===== config.mk =====
export PLATFORM = sky130hd
export DESIGN_NAME = topk_drain
export DESIGN_NICKNAME = d
export VERILOG_FILES = /design/src/rtl/topk_pkg.sv /design/src/rtl/topk_slot.sv /design/src/rtl/topk_drain.sv
export SDC_FILE = /design/constraint.sdc
export NUM_CORES = 1
export LEC_CHECK = 0
export CAP_MARGIN = 20
export CORE_MARGIN = 2
export CORE_UTILIZATION = 50
export CTS_CLUSTER_DIAMETER = 30
export CTS_CLUSTER_SIZE = 24
export DETAILED_ROUTE_END_ITERATION = 10
export PLACE_DENSITY = 0.76
export SLEW_MARGIN = 20
export SYNTH_ARGS = -nofsm -noshare
export SYNTH_HDL_FRONTEND = slang
export SYNTH_SLANG_ARGS = --single-unit

===== constraint.sdc =====
create_clock -name clk -period 3.5 [get_ports clk]
set_clock_uncertainty 0.1 [all_clocks]
set_input_delay 0.7 -clock clk [delete_from_list [all_inputs] [get_ports clk]]
set_output_delay 0.7 -clock clk [all_outputs]
set_load 0.01 [all_outputs]

===== src/rtl/topk_pkg.sv =====
// Shared types and sizing helpers for the top-K tracker and its ranked slots.
package topk_pkg;

  typedef enum logic {
    ST_COLLECT = 1'b0,
    ST_DRAIN   = 1'b1
  } state_t;

  localparam int K_DEFAULT = 4;

  // Width needed to hold an occupancy value in 0..k.
  function automatic int cnt_width(input int k);
    return $clog2(k + 1);
  endfunction

endpackage


===== src/rtl/topk_slot.sv =====
// One ranked storage slot: holds a value and valid bit, shifts down on insert
// (taking its upper neighbour) and shifts up on readout (taking its lower one).
module topk_slot #(
  parameter int DATA_WIDTH = 32
) (
  input  logic                  clk,
  input  logic                  resetn,
  input  logic                  ins_en,
  input  logic                  shift_up,
  input  logic                  clear,
  input  logic [DATA_WIDTH-1:0] din,
  input  logic                  cmp_self,
  input  logic                  cmp_above,
  input  logic [DATA_WIDTH-1:0] val_above,
  input  logic                  vld_above,
  input  logic [DATA_WIDTH-1:0] val_below,
  input  logic                  vld_below,
  output logic [DATA_WIDTH-1:0] value,
  output logic                  vld
);

  always_ff @(posedge clk or negedge resetn) begin
    if (!resetn) begin
      value <= '0;
      vld   <= 1'b0;
    end else if (clear) begin
      value <= '0;
      vld   <= 1'b0;
    end else if (shift_up) begin
      value <= val_below;
      vld   <= vld_below;
    end else if (ins_en) begin
      // The insert point is the first qualifying slot; everything below it moves down.
      if (cmp_above) begin
        value <= val_above;
        vld   <= vld_above;
      end else if (cmp_self) begin
        value <= din;
        vld   <= 1'b1;
      end
    end
  end

endmodule


===== src/rtl/topk_drain.sv =====
// Streaming top-K tracker: keeps the K largest unsigned samples sorted and,
// on flush, streams them largest-first over a valid/ready port.
module topk_drain
  import topk_pkg::*;
#(
  parameter int DATA_WIDTH = 32,
  parameter int K          = K_DEFAULT
) (
  input  logic                    clk,
  input  logic                    resetn,
  input  logic [DATA_WIDTH-1:0]   din,
  input  logic                    din_valid,
  output logic                    din_ready,
  input  logic                    flush,
  output logic [DATA_WIDTH-1:0]   out_data,
  output logic                    out_valid,
  input  logic                    out_ready,
  output logic                    out_last,
  output logic [cnt_width(K)-1:0] count,
  output logic                    state_dbg
);

  localparam int CW = cnt_width(K);

  // Handshake: a beat moves on a rising edge only when valid and ready are both
  // high; valid never depends on ready, and data/last hold while valid waits.

  state_t state_q, state_d;
  logic [CW-1:0] count_q, count_d;

  logic [DATA_WIDTH-1:0] slot_val [K];
  logic [K-1:0]          slot_vld;
  logic [K-1:0]          cmp;
  logic [K-1:0]          cmp_up;
  logic [DATA_WIDTH-1:0] val_ext  [K+2];
  logic [K+1:0]          vld_ext;

  logic accept, xfer, shift_up, clear;

  assign accept = din_valid && (state_q == ST_COLLECT);
  assign xfer   = out_ready && (state_q == ST_DRAIN);

  // Neighbour views padded with empty entries above slot 0 and below slot K-1.
  always_comb begin
    val_ext[0]    = '0;
    val_ext[K+1]  = '0;
    vld_ext[0]    = 1'b0;
    vld_ext[K+1]  = 1'b0;
    for (int i = 0; i < K; i++) begin
      val_ext[i+1] = slot_val[i];
      vld_ext[i+1] = slot_vld[i];
      cmp[i]       = !slot_vld[i] || (din > slot_val[i]);
    end
  end

  assign cmp_up = {cmp[K-2:0], 1'b0};

  for (genvar g = 0; g < K; g++) begin : g_slot
    topk_slot #(.DATA_WIDTH(DATA_WIDTH)) u_slot (
      .clk       (clk),
      .resetn    (resetn),
      .ins_en    (accept),
      .shift_up  (shift_up),
      .clear     (clear),
      .din       (din),
      .cmp_self  (cmp[g]),
      .cmp_above (cmp_up[g]),
      .val_above (val_ext[g]),
      .vld_above (vld_ext[g]),
      .val_below (val_ext[g+2]),
      .vld_below (vld_ext[g+2]),
      .value     (slot_val[g]),
      .vld       (slot_vld[g])
    );
  end

  always_comb begin
    state_d  = state_q;
    count_d  = count_q;
    shift_up = 1'b0;
    clear    = 1'b0;
    case (state_q)
      ST_COLLECT: begin
        // cmp[K-1] is set whenever any slot qualifies, since ranks are monotonic.
        if (accept && cmp[K-1] && (count_q != CW'(K))) count_d = count_q + 1'b1;
        // A same-cycle accept always lands, so it alone makes the batch non-empty.
        if (flush && ((count_q != '0) || accept)) state_d = ST_DRAIN;
      end
      ST_DRAIN: begin
        if (xfer) begin
          shift_up = 1'b1;
          count_d  = count_q - 1'b1;
          if (count_q == CW'(1)) begin
            clear   = 1'b1;
            count_d = '0;
            state_d = ST_COLLECT;
          end
        end
      end
      default: state_d = ST_COLLECT;
    endcase
  end

  always_ff @(posedge clk or negedge resetn) begin
    if (!resetn) begin
      state_q <= ST_COLLECT;
      count_q <= '0;
    end else begin
      state_q <= state_d;
      count_q <= count_d;
    end
  end

  assign din_ready = (state_q == ST_COLLECT);
  assign out_valid = (state_q == ST_DRAIN);
  assign out_last  = (state_q == ST_DRAIN) && (count_q == CW'(1));
  assign out_data  = slot_val[0];
  assign count     = count_q;
  assign state_dbg = state_q;

endmodule


==> run metrics <==
Flop pwr share=0.263; NetSw=roughly 0.0046 W; post-synth net total=1,423; gr ovfl total=0; CTS buffer count=17; period utilization=0.981; design area=between 10,000 and 15,000 um^2; CTS tree=yes; Avg Inst Size Synth=8.83 um^2; core box area=about 22,000 um^2; Synth area leader=dfrtp_1; first-pass GRT wire length=52.2 mm; Synth Flop Type=dfrtp_1; slew margin rel.=0.554; critical path class=in2reg; Combinational Power Share=0.556; reg2reg setup slack=about 0.5 ns; Critical Path Slowest Stage Cell=clkdlybuf4s50_1; Pleak=roughly 6.2 nW; hold slack=roughly 0.13 ns; die span in x=approximately 150 um; data required time of the critical path=3.74 ns; clock group share of total power=0.181; # placed instances=between 1,500 and 2,000; Layout area overhead=22.8%; Crit path largest cell delay=slightly above 0.5 ns; Slew Limit Fails=0; wire length per cell=~19 um; CP arrival=around 3.7 ns; DP Wirelength=between 20 and 25 mm; Worst Path Max Fanout=52; clock sink total=about 140; status=complete, no violations; Least-Margin Pin Slew=0.669 ns; vias per cell=6.16; Max Fclk=291 MHz; Worst Setup End Kind=flop; worst r2r path cells=10; drt pass-1 iters=7; Yosys top cell area share=0.307; worst IR drop on VDD=approximately 450 uV; Layout Utilization=0.625; fraction of registers with async set/reset=1.00; cts repair resizes=0; # IOs=76; minimum clock period=3.43 ns; sequential element share of the synthesized area=0.307; EDFF count, synth=0; hold_buf cts=0; Max Root-Sink Buffers=2; Power Dens Cells=just under 800 nW/um^2; most common library cells after synthesis=136 x dfrtp_1, 136 x inv_1, 132 x ha_1; reg2reg end=g_slot[2].u_slot.value[27]$_DFFE_PN0P_; max cap viols=0; # Post-CTS Setup Buffers=0; CTS Root Cell=clkbuf_16; share of post-route cells with drive strength above 1=0.160; synthesized area=around 11,000 um^2; Placer Congestion=just over 0.9; DP Worst Slack=-0.340 ns; # diodes=0; # H-tree levels=4; Die ar.=around 23,000 um^2; Sw Share=0.435; DRC errors left=0; Worst-path clk slew=0.07 ns; vias in the first global route=roughly 10,000; Worst setup SP type=input pin; Die Y-Extent=between 150 and 200 um; initial drt markers=around 860; Initial Util=0.509; Synth warnings=0; Rows=54; Fin. Hold Viols=0; synth unique cells=55; Final nets=about 1,600; worst setup margin=roughly 0.068 ns; worst skew pair latency=about 0.43 ns; Post-DP Area=~13,000 um^2; RSZ-0062 raised after global routing=true; Critical R2R Launch=g_slot[2].u_slot.value[25]$_DFFE_PN0P_; min-delay worst type=in2async; synth top area cells=dfrtp_1 31%, ha_1 15%, mux2i_1 8.9%, o21ai_0 5.3%, inv_1 4.6%; routed wire length=32.2 mm; Syn Inst Count=~1,300; largest net degree at the start of global routing=67; P_int=0.00601 W; Final setup viols=0; Antenna Nets Post-Route=0; register bit count reported by yosys=~140; non-filler instance count after layout=~1,700; crit path cell chain=clkdlybuf4s50_1 -> buf_4 -> ha_1 -> nand4_1 -> or3_1 -> a21o_1 -> o211ai_2 -> a21oi_4 -> o31a_2 -> buf_12 -> o31ai_2; port bufs=75; total number of vias=~10,000; initial antenna violation count=0; GRT Resource Usage Total=0.274
-- metal layers --
layer,wire (um),GRT usage
met1,14400,0.374
met2,15100,0.439
met3,1850,0.0442
met4,867,0.105
met5,0,0
-- power by group through the flow --
| stage | clock, W | sequential [W] | combinational [W] |
|---|---|---|---|
| after floorplan | 0 | 0.00270 | 0.00383 |
| after global placement | 0 | 0.00277 | 0.00558 |
| after detailed placement | 0 | 0.00279 | 0.00577 |
| after CTS | 0.00195 | 0.00278 | 0.00583 |
| after global routing | 0.00202 | 0.00287 | 0.00651 |
| final | 0.00193 | 0.00279 | 0.00592 |
-- cell type report --
cell class	count	area, um^2
sequential	136	3400
multi-input combinational	898	6810
inverter	136	510
timing repair buffer	207	1910
clock inverter	15	191
clock buffer	17	425
tap	280	350
fill	1768	8150
-- cells in the final DEF (no fill, tap or decap), drive strengths merged, types with 23 or more instances in the layout --
cell type and n:
inv 143, dfrtp 136, buf 133, ha 132, o21ai 120, nand2 111, mux2i 98, a21oi 92
clkdlybuf4s50 72, o31ai 67, nor2 47, a21o 45, a211oi 33, or3 32, o311a 32, nand4 23
-- registers in the layout, summed over array words and instances, names as in the netlist --
signal	flops
count	3
g_slot.u_slot.value	128
g_slot.u_slot.vld	4
out_valid	1
-- critical path, delay by kind of cell --
kind / cells / cell delay [ns]
buffers and inverters: 3 / 0.91
adders and majority gates: 1 / 0.29
and+or+nand+nor: 2 / 0.68
AOI/OAI and AO/OA: 5 / 1.03
-- cell families after synthesis --
group,after synthesis,synth area share
fa+ha+maj,132,0.149
mux,99,0.0896
simple gates,254,0.108
buf+inv,220,0.0843
flops,136,0.307
xor+xnor,1,0.000791
compound gates,412,0.261
-- worst max path at each step --
stage,start,endpoint,cells after the start
finish,din[14],g_slot[0].u_slot.value[19]$_DFFE_PN0P_,11
global placement,din[30],g_slot[2].u_slot.value[1]$_DFFE_PN0P_,10
detailed placement,din[30],g_slot[2].u_slot.value[27]$_DFFE_PN0P_,10
CTS,din[30],g_slot[2].u_slot.value[27]$_DFFE_PN0P_,10
floorplan,din[19],g_slot[2].u_slot.value[12]$_DFFE_PN0P_,11
global route,din[26],g_slot[1].u_slot.value[22]$_DFFE_PN0P_,12
-- per-stage QoR --
| stage | TNS, ns | total power (W) |
|---|---|---|
| after floorplan | 0 | 0.00652 |
| after global placement | -24.94 | 0.00836 |
| after detailed placement | -34.84 | 0.00856 |
| after CTS | 0 | 0.0106 |
| after global routing | -0.00552 | 0.0114 |
| final | 0 | 0.0106 |
(Power assumes the default switching activity.)
